`config.mk`:
```
export PLATFORM = sky130hd
export DESIGN_NAME = sm4_decrypt_core
export DESIGN_NICKNAME = d
export VERILOG_FILES = /design/src/rtl/sm4_decrypt_core.sv
export SDC_FILE = /design/constraint.sdc
export NUM_CORES = 2
export LEC_CHECK = 0
export CORE_ASPECT_RATIO = 1.5
export CORE_MARGIN = 2
export CORE_UTILIZATION = 45
export DETAILED_ROUTE_END_ITERATION = 10
export PLACE_DENSITY = 0.65
export SLEW_MARGIN = 30
export SYNTH_ARGS = -nofsm -noshare
export SYNTH_HDL_FRONTEND = slang
export SYNTH_SLANG_ARGS = --single-unit
```
`constraint.sdc`:
```
create_clock -name clk_i -period 5.81 [get_ports clk_i]
set_input_delay 0.581 -clock clk_i [delete_from_list [all_inputs] [get_ports clk_i]]
set_output_delay 0.581 -clock clk_i [all_outputs]
set_load 0.01 [all_outputs]
```
`src/rtl/sm4_decrypt_core.sv`:
```
// SM4 block decryption core: one round per cycle, round keys read in reverse
// order from a 32-entry key buffer, output held until the consumer takes it.

module sm4_round (
  input  logic [127:0] x_i,
  input  logic [31:0]  rk_i,
  input  logic [31:0]  mask_i,
  input  logic         is_key_i,
  output logic [31:0]  o,
  output logic [31:0]  mask_o
);
  localparam logic [0:255][7:0] sbox_c = {
    128'hd690e9fecce13db716b614c228fb2c05, 128'h2b679a762abe04c3aa44132649860699,
    128'h9c4250f491ef987a33540b43edcfac62, 128'he4b31ca9c908e89580df94fa758f3fa6,
    128'h4707a7fcf37317ba83593c19e6854fa8, 128'h686b81b27164da8bf8eb0f4b70569d35,
    128'h1e240e5e6358d1a225227c3b01217887, 128'hd40046579fd327524c3602e7a0c4c89e,
    128'heabf8ad240c738b5a3f7f2cef96115a1, 128'he0ae5da49b341a55ad933230f58cb1e3,
    128'h1df6e22e8266ca60c02923ab0d534e6f, 128'hd5db3745defd8e2f03ff6a726d6c5b51,
    128'h8d1baf92bbddbc7f11d95c411f105ad8, 128'h0ac13188a5cd7bbd2d74d012b8e5b4b0,
    128'h8969974a0c96777e65b9f109c56ec684, 128'h18f07dec3adc4d2079ee5f3ed7cb3948
  };

  function automatic logic [31:0] rotl(input logic [31:0] x, input int n);
    return (x << n) | (x >> (32 - n));
  endfunction

  logic [31:0] t_m, t, b, lin;

  // Mask is applied to the S-box input and removed before lookup, so the
  // round output is always the unmasked value.
  always_comb begin
    t_m = x_i[63:32] ^ x_i[95:64] ^ x_i[127:96] ^ rk_i ^ mask_i;
    t   = t_m ^ mask_i;
    b   = {sbox_c[t[31:24]], sbox_c[t[23:16]], sbox_c[t[15:8]], sbox_c[t[7:0]]};
    if (is_key_i) lin = b ^ rotl(b, 13) ^ rotl(b, 23);
    else          lin = b ^ rotl(b, 2) ^ rotl(b, 10) ^ rotl(b, 18) ^ rotl(b, 24);
    o      = x_i[31:0] ^ lin;
    mask_o = {mask_i[23:0], mask_i[31:24]};
  end
endmodule

// state | meaning
// IDLE  | ready for a ciphertext block, key buffer writable
// RUN   | one decryption round per cycle, counter 0..rounds_p-1
// DONE  | plaintext valid on data_o until data_yumi_i
module sm4_decrypt_core #(
  parameter int rounds_p     = 32,
  parameter int word_width_p = 32,
  parameter int group_size_p = 128
) (
  input  logic                    clk_i,
  input  logic                    reset_i,
  input  logic                    rkey_w_v_i,
  input  logic [4:0]              rkey_w_addr_i,
  input  logic [word_width_p-1:0] rkey_w_data_i,
  input  logic                    data_v_i,
  input  logic [group_size_p-1:0] data_i,
  input  logic [word_width_p-1:0] mask_i,
  output logic                    data_ready_o,
  output logic                    data_v_o,
  output logic [group_size_p-1:0] data_o,
  input  logic                    data_yumi_i,
  output logic                    busy_o
);
  localparam int cnt_w_lp = $clog2(rounds_p);
  localparam logic [cnt_w_lp-1:0] last_lp = cnt_w_lp'(rounds_p - 1);

  typedef enum logic [1:0] {IDLE, RUN, DONE} state_e;

  state_e                  st_r, st_n;
  logic [cnt_w_lp-1:0]     cnt_r;
  logic [group_size_p-1:0] data_r, data_rev;
  logic [word_width_p-1:0] mask_r, mask_nxt, round_o, rkey;
  logic [word_width_p-1:0] rkey_mem [rounds_p];

  always_ff @(posedge clk_i)
    if (rkey_w_v_i && !busy_o) rkey_mem[rkey_w_addr_i] <= rkey_w_data_i;

  assign rkey = rkey_mem[last_lp - cnt_r];

  sm4_round u_round (
    .x_i      (data_r),
    .rk_i     (rkey),
    .mask_i   (mask_r),
    .is_key_i (1'b0),
    .o        (round_o),
    .mask_o   (mask_nxt)
  );

  always_comb begin
    data_rev = '0;
    for (int i = 0; i < 4; i++)
      data_rev[i*word_width_p +: word_width_p] = data_i[(3-i)*word_width_p +: word_width_p];
  end

  always_comb begin
    st_n = st_r;
    case (st_r)
      IDLE:    if (data_v_i) st_n = RUN;
      RUN:     if (cnt_r == last_lp) st_n = DONE;
      DONE:    if (data_yumi_i) st_n = IDLE;
      default: st_n = IDLE;
    endcase
  end

  always_ff @(posedge clk_i) begin
    if (reset_i) begin
      st_r   <= IDLE;
      cnt_r  <= '0;
      data_r <= '0;
      mask_r <= '0;
    end else begin
      st_r <= st_n;
      case (st_r)
        IDLE: if (data_v_i) begin
          data_r <= data_rev;
          mask_r <= mask_i;
          cnt_r  <= '0;
        end
        RUN: begin
          data_r <= {round_o, data_r[group_size_p-1:word_width_p]};
          mask_r <= mask_nxt;
          if (cnt_r != last_lp) cnt_r <= cnt_r + 1'b1;
        end
        default: ;
      endcase
    end
  end

  assign data_ready_o = (st_r == IDLE);
  assign busy_o       = (st_r != IDLE);
  assign data_v_o     = (st_r == DONE);
  assign data_o       = (st_r == DONE) ? data_r : '0;
endmodule
```
Yosys cells after proc, flatten, opt, wreduce, memory -nomap -nowiden
Memory sizes are Yosys's and may differ from the RTL's.
Index checks and enable logic that the tools add are counted.
{ "totals": {"mem_count": 5, "input_bits": 202, "out_inout_bits": 131, "mem_bits_rw": 1024, "regBits": 167, "mem_bits_ro": 8192} }
{ "mem_list": {"columns": ["memory", "depth", "word_bits", "read_ports", "rd_ports_with_merged_regs", "wr", "line_no", "source"], "rows": [
  ["(no name shown)", 256, 8, 1, 0, 0, "34", "b = {sbox_c[t[31:24]], sbox_c[t[23:16]], sbox_c[t[15:8]], sbox_c[t[7:0]]};"],
  ["(no name shown)", 256, 8, 1, 0, 0, "34", null],
  ["(no name shown)", 256, 8, 1, 0, 0, "34", null],
  ["(no name shown)", 256, 8, 1, 0, 0, "34", null],
  ["rkey_mem", 32, 32, 1, 0, 1, "74", "logic [word_width_p-1:0] rkey_mem [rounds_p];"]
]} }
{ "op_classes": {"add_sub_neg": 2, "reduce_logical": 8, "bitwise_logic": 18, "muxes": 22, "n_eq_ne": 8, "magnitude_cmp": 4} }
{ "ops": {"columns": ["operator", "n"], "rows": [
  ["XOR 32 bit", 10],
  ["2-to-1 mux 128 bit", 2],
  ["case mux 128 bit (2 select lines)", 1],
  ["2-to-1 mux 8 bit", 8],
  ["case mux 32 bit (2 select lines)", 1],
  ["greater-or-equal comparator 9 bit, second input constant", 4],
  ["inverter 8 -> 9 bit", 4],
  ["2-to-1 mux 32 bit", 1],
  ["OR 32 x 10 -> 32 bit", 1],
  ["OR 32 x 18 -> 32 bit", 1],
  ["OR 32 x 2 -> 32 bit", 1],
  ["OR 32 x 24 -> 32 bit", 1],
  ["2-to-1 mux 5 bit", 2],
  ["case mux 5 bit (2 select lines)", 1],
  ["2-to-1 mux 2 bit", 3],
  ["!= test 2 bit, second input constant", 3],
  ["case mux 2 bit (3 select lines)", 1],
  ["AND reduction 3 bit", 2],
  ["adder 5 x 1 -> 5 bit, second input constant", 1],
  ["== test 5 bit, second input constant", 1],
  ["!= test 5 bit, second input constant", 1],
  ["subtractor 5 bit, first input constant", 1],
  ["nonzero test 2 bit", 2],
  ["== test 2 x 1 -> 1 bit, second input constant", 1],
  ["other kinds (7)", 8]
]} }

Depth between registers and ports, before layout
{ "logic_depth": {"ltp_word": 16, "mapped_depth": 28, "mapped_depth_nobuf": 19} }

By module
Synthesis repeated with hierarchy kept, for this count alone.
{ "unflattened": {"hier_cells": 5339, "area_unflattened_um2": 63315.7} }
{ "modules_own_cells": {"columns": ["module", "area_per_inst_um2", "instances", "cells_per_inst"], "rows": [
  ["sm4_decrypt_core", 46866.2, 1, 2803],
  ["sm4_round", 16449.5, 1, 2536]
]} }

Least setup slack after synthesis
OpenSTA, ideal clock, no wires.
{ "synth_timing": {"kind": "reg-to-reg", "from": "register cnt_r[0]", "to": "register data_r[114]", "arrival_time_ns": 5.469, "path_slack_ns": 0.209, "path_stages_with_launch": 27, "setup_ns": 0.132, "cell_sequence": "dfxtp_1 > buf_6 > buf_8 > buf_8 > buf_6 > buf_6 > buf_6 > mux2_1 > a221oi_1 > nand3_1 > and3_1 > nor2_2 > buf_2 > buf_1 > inv_1 > ha_1 > buf_2 > nor2_1 > nand2_1 > a221o_1 > o21ai_0 > a31oi_1 > nor4b_2 > xnor3_1 > xnor2_1 > o221ai_1 > a21oi_1"} }
{ "synth_between": {"elab_chain_len": 16, "word_cells_on_any_way": 31, "classes_between": "add/sub (1); mux (9); bitwise (16); memory (5)"} }
{ "synth_rtl": {"columns": ["element", "line_no", "source"], "rows": [
  ["start, declared", "71", "logic [cnt_w_lp-1:0] cnt_r;"],
  ["start signal, assigned", "123", "if (cnt_r != last_lp) cnt_r <= cnt_r + 1'b1;"],
  ["subtractor 5 bit (*)", "79", "assign rkey = rkey_mem[last_lp - cnt_r];"],
  ["memory read (32 x 32 bit) (*)", null, null],
  ["XOR 32 bit (*) (2 in series)", "32", "t_m = x_i[63:32] ^ x_i[95:64] ^ x_i[127:96] ^ rk_i ^ mask_i;"],
  ["XOR 32 bit (*)", "33", "t = t_m ^ mask_i;"],
  ["inverter 8 -> 9 bit (implied by the code)", "34", null],
  ["memory read (256 x 8 bit)", null, null],
  ["2-to-1 mux 8 bit (implied by the code) (2 in series)", "34", null],
  ["OR 32 x 2 -> 32 bit", "24", "return (x << n) | (x >> (32 - n));"],
  ["XOR 32 bit (3 in series)", "36", "else lin = b ^ rotl(b, 2) ^ rotl(b, 10) ^ rotl(b, 18) ^ rotl(b, 24);"],
  ["XOR 32 bit (*)", "36", null],
  ["XOR 32 bit (*)", "37", "o = x_i[31:0] ^ lin;"],
  ["case mux 128 bit (2 select lines) (*)", "114", "case (st_r)"],
  ["end signal, assigned", "116", "data_r <= data_rev;"],
  ["end signal, assigned", "121", "data_r <= {round_o, data_r[group_size_p-1:word_width_p]};"],
  ["end, declared", "72", "logic [group_size_p-1:0] data_r, data_rev;"]
]} }
Every way passes the cells marked *; elsewhere a longest branch is shown, timed or not. The select of a mux whose other input is x is not followed.
A chain may end at the register's enable or synchronous reset.

Worst setup path after layout
{ "layout_timing": {"from": "register cnt_r[0]", "to": "register data_r[118]"} }
Same word-level chain as after synthesis.

==> impl_metrics.env <==
export IMPL_outcome="complete, no violations"
export IMPL_p_per_area_mw_per_mm2=568.9
export IMPL_rows=167
export IMPL_h_tree_depth=3
export IMPL_coreArea_mm2=0.1381
export IMPL_syn_mean_instance_area_um2=12.00
export IMPL_firstDrtPassIters=6
export IMPL_hold_ws_ns=0.3050
export IMPL_worstPathArrival_ns=6.36
export IMPL_synthDistinctLibCells=124
export IMPL_timing_final_crit_share_pct=99.05
export IMPL_vias=52787
export IMPL_worstHoldStart="rkey_w_data_i[16]"
export IMPL_antenna_found_initial=25
export IMPL_rsz0062_at_grt="true"
export IMPL_cp_max_fo=11
export IMPL_place_congestion=1.085
export IMPL_synthArstFlopShare_pct=0
export IMPL_nNetsFinal=6262
export IMPL_synth_main_ff_cell="edfxtp_1"
export IMPL_hold_depth=1
export IMPL_post_route_cells_drive_above_1_share_pct=23.90
export IMPL_fillers=11538
export IMPL_critPathKind="register to register"
export IMPL_dp_cells=7753
export IMPL_drt_wirelength_per_cell_um=35.11
export IMPL_drv_slew=0
export IMPL_cp_start_kind="register"
export IMPL_numPortBuffers=300
export IMPL_grt_usage_pct=38.79
export IMPL_die_area_mm2=0.1421
export IMPL_die_y_um=460.7
export IMPL_wl_mm=279.9
export IMPL_fmax_mhz=173.8
export IMPL_fin_cells=7973
export IMPL_tritoncts="done"
export IMPL_syn_to_final_growth_pct=23.21
export IMPL_setup_violations=0
export IMPL_rr_startpoint="cnt_r[0]$_SDFFE_PP0P_"
export IMPL_final_area_mm2=0.07710
export IMPL_rrSetupSlack_ns=0.05
export IMPL_die_x_um=308.5
export IMPL_dr_first_iter_drc_count=6741
export IMPL_netlist_area_mm2=0.06258
export IMPL_clk_pin_slew_worst_paths_ns=0.07
export IMPL_min_to="rkey_mem[11][16]$_DFFE_PP_"
export IMPL_insertion_delay_ns=0.77
export IMPL_grt_pass1_wl_mm=389.3
export IMPL_hold_violations=0
export IMPL_placedInstanceArea_mm2=0.07325
export IMPL_hold_path_class="input port to register"
export IMPL_ys_ff_latch=1159
export IMPL_yosys_warnings=0
export IMPL_grt_max_degree=137
export IMPL_cts_root_buf="clkbuf_16"
export IMPL_yosysTopAreaCell="edfxtp_1"
export IMPL_ir_drop_v=0.0006374
export IMPL_p_total_mw=43.86
export IMPL_cap_viol_max_count=0
export IMPL_tightest_slew_ns=1.046
export IMPL_slew_headroom_pct=30.13
export IMPL_clock_skew_ns=0.06113
export IMPL_cts_buffers=103
export IMPL_overflow=0
export IMPL_synth_enable_flop_cells=1024
export IMPL_ys_top_cells_by_area="edfxtp_1 (49%), mux4_2 (6.5%), dfxtp_1 (4.3%), nand2_1 (3.1%), mux2i_1 (2.3%)"
export IMPL_post_route_min_period_ns=5.755
export IMPL_yosys_top_cells_count="edfxtp_1 (1024), nand2_1 (520), nor2_1 (366)"
export IMPL_yosysSeqAreaShare_pct=53.46
export IMPL_initial_core_util_pct=45.31
export IMPL_clk_path_buf_depth=3
export IMPL_synth_nets=5463
export IMPL_p_leak_nw=26.14
export IMPL_cts_sinks=1159
export IMPL_ff2ff_path_depth=23
export IMPL_r2r_end="data_r[118]$_SDFFE_PP0P_"
export IMPL_drc=0
export IMPL_grt_pass1_vias=51369
export IMPL_worstPathRequired_ns=6.41
export IMPL_routed_via_density=6.621
export IMPL_io_pins=333
export IMPL_crit_path_end_kind="register"
export IMPL_ant_nets=0
export IMPL_syn_inst=5215
export IMPL_dp_hpwl_mm=200.5
export IMPL_synth_top_area_share_pct=49.14
export IMPL_yosysMostFrequentCell="edfxtp_1"
logic make-up (layout without fill, tap and decap cells):
| kind of cell | Yosys count | in the layout | synth area share (%) |
|---|---|---|---|
| other | 0 | 17 | 0 |
| xor gates and xnor gates | 223 | 223 | 3.311 |
| buffers and inverters | 501 | 1383 | 4.235 |
| adders and majority gates | 47 | 47 | 0.9358 |
| and+or+nand+nor | 1442 | 1442 | 10.92 |
| muxes | 380 | 380 | 10.19 |
| DFF | 1159 | 1159 | 53.46 |
| AOI/OAI and AO/OA | 1463 | 1463 | 16.95 |
registers in the layout (all words and copies together), names as in the netlist:
signal / count
cnt_r: 5
rkey_mem: 1024
st_r: 2
data_r: 128
routing by layer:
| metal | up-vias | track usage [%] | routed length, um |
|---|---|---|---|
| met5 | - | 0 | 54 |
| met4 | 10 | 26.52 | 22160 |
| met3 | 884 | 7.690 | 22990 |
| met2 | 3231 | 65.46 | 136100 |
| met1 | 26497 | 44.36 | 98660 |
| li1 | 22165 | - | - |
how the worst max path moves through the flow:
stage | start | to | slack, ns | cells after the start
floorplan | cnt_r[0]$_SDFFE_PP0P_ | data_r[114]$_SDFFE_PP0P_ | 0.21 | 26
global placement | cnt_r[0]$_SDFFE_PP0P_ | data_r[107]$_SDFFE_PP0P_ | -0.54 | 24
detailed placement | cnt_r[0]$_SDFFE_PP0P_ | data_r[107]$_SDFFE_PP0P_ | -0.50 | 24
CTS | cnt_r[0]$_SDFFE_PP0P_ | data_r[120]$_SDFFE_PP0P_ | 0.006 | 23
global route | cnt_r[0]$_SDFFE_PP0P_ | data_r[107]$_SDFFE_PP0P_ | -0.03 | 24
finish | cnt_r[0]$_SDFFE_PP0P_ | data_r[118]$_SDFFE_PP0P_ | 0.05 | 23
where the power goes:
part           leakage, nW  switching, mW  total, mW  internal [mW]
Combinational         14.2           16.2       27.4           11.2
Sequential            10.3          0.283       9.54           9.26
Clock                 1.62           3.16       6.92           3.76
Total                 26.1           19.6       43.9           24.2
critical path, stage by stage (launching register included):
cell	delay, ns
dfxtp_4	0.43
buf_12	0.14
buf_12	0.14
mux4_1	0.54
mux2i_1	0.14
buf_4	0.15
o211ai_1	0.24
nand3_1	0.21
nor2b_4	0.21
inv_1	0.09
ha_2	0.23
buf_4	0.15
buf_4	0.16
nor2_1	0.15
buf_4	0.21
nand2_1	0.18
a221oi_1	0.34
o22ai_1	0.17
a311oi_4	0.64
buf_4	0.25
xnor2_2	0.15
xnor3_1	0.43
o221ai_1	0.16
a21oi_1	0.09
area by class of cell:
cell class              count  area (um^2)  share of cell area (%)
diodes                     17        42.54                 0.05518
repair buffers           1152        10500                   13.62
flip-flops and latches   1159        33460                   43.40
clock inverters            62        698.2                  0.9056
clock buffers             126         2685                   3.483
inverters                  43        163.9                  0.2126
well taps                1859         2326                   3.017
multi-input cells        3555        27220                   35.30
metrics by stage:
stage           TNS, ns  worst slack, ns  utilization (%)
6_report              0          0.05492            55.82
3_3_place_gp     -2.710          -0.5423            52.78
4_1_cts               0         0.005861            55.53
5_1_grt        -0.09280         -0.03207            55.81
3_5_place_dp     -3.082          -0.5025            53.04
2_1_floorplan         0           0.2089                -
what timing repair did:
action,CTS,global route
hold buffers,0,0
endpoints found under the setup margin,20,31
pin swaps,1,18
setup buffers,0,11
gates resized for setup,13,60
cell usage in the layout, fill, tap and decap left out, types with 40 or more instances in the layout:
master           count
a211oi_1            74
a21oi_1            247
a221oi_1            79
a22oi_1             52
a311oi_1           125
a31oi_1             42
and2_1             139
buf_12              73
buf_4              761
clkbuf_16          104
clkdlybuf4s50_1    270
dfxtp_1            130
edfxtp_1          1024
ha_1                40
mux2i_1            141
mux4_2             180
nand2_1            518
nand3_1            123
nor2_1             327
nor2_4              40
nor3_1              61
o211ai_1            94
o21ai_0            229
o221ai_1            65
o22ai_1             63
xnor2_1            139
xor2_1              60
Note: power is estimated with default switching activity, not from simulation.
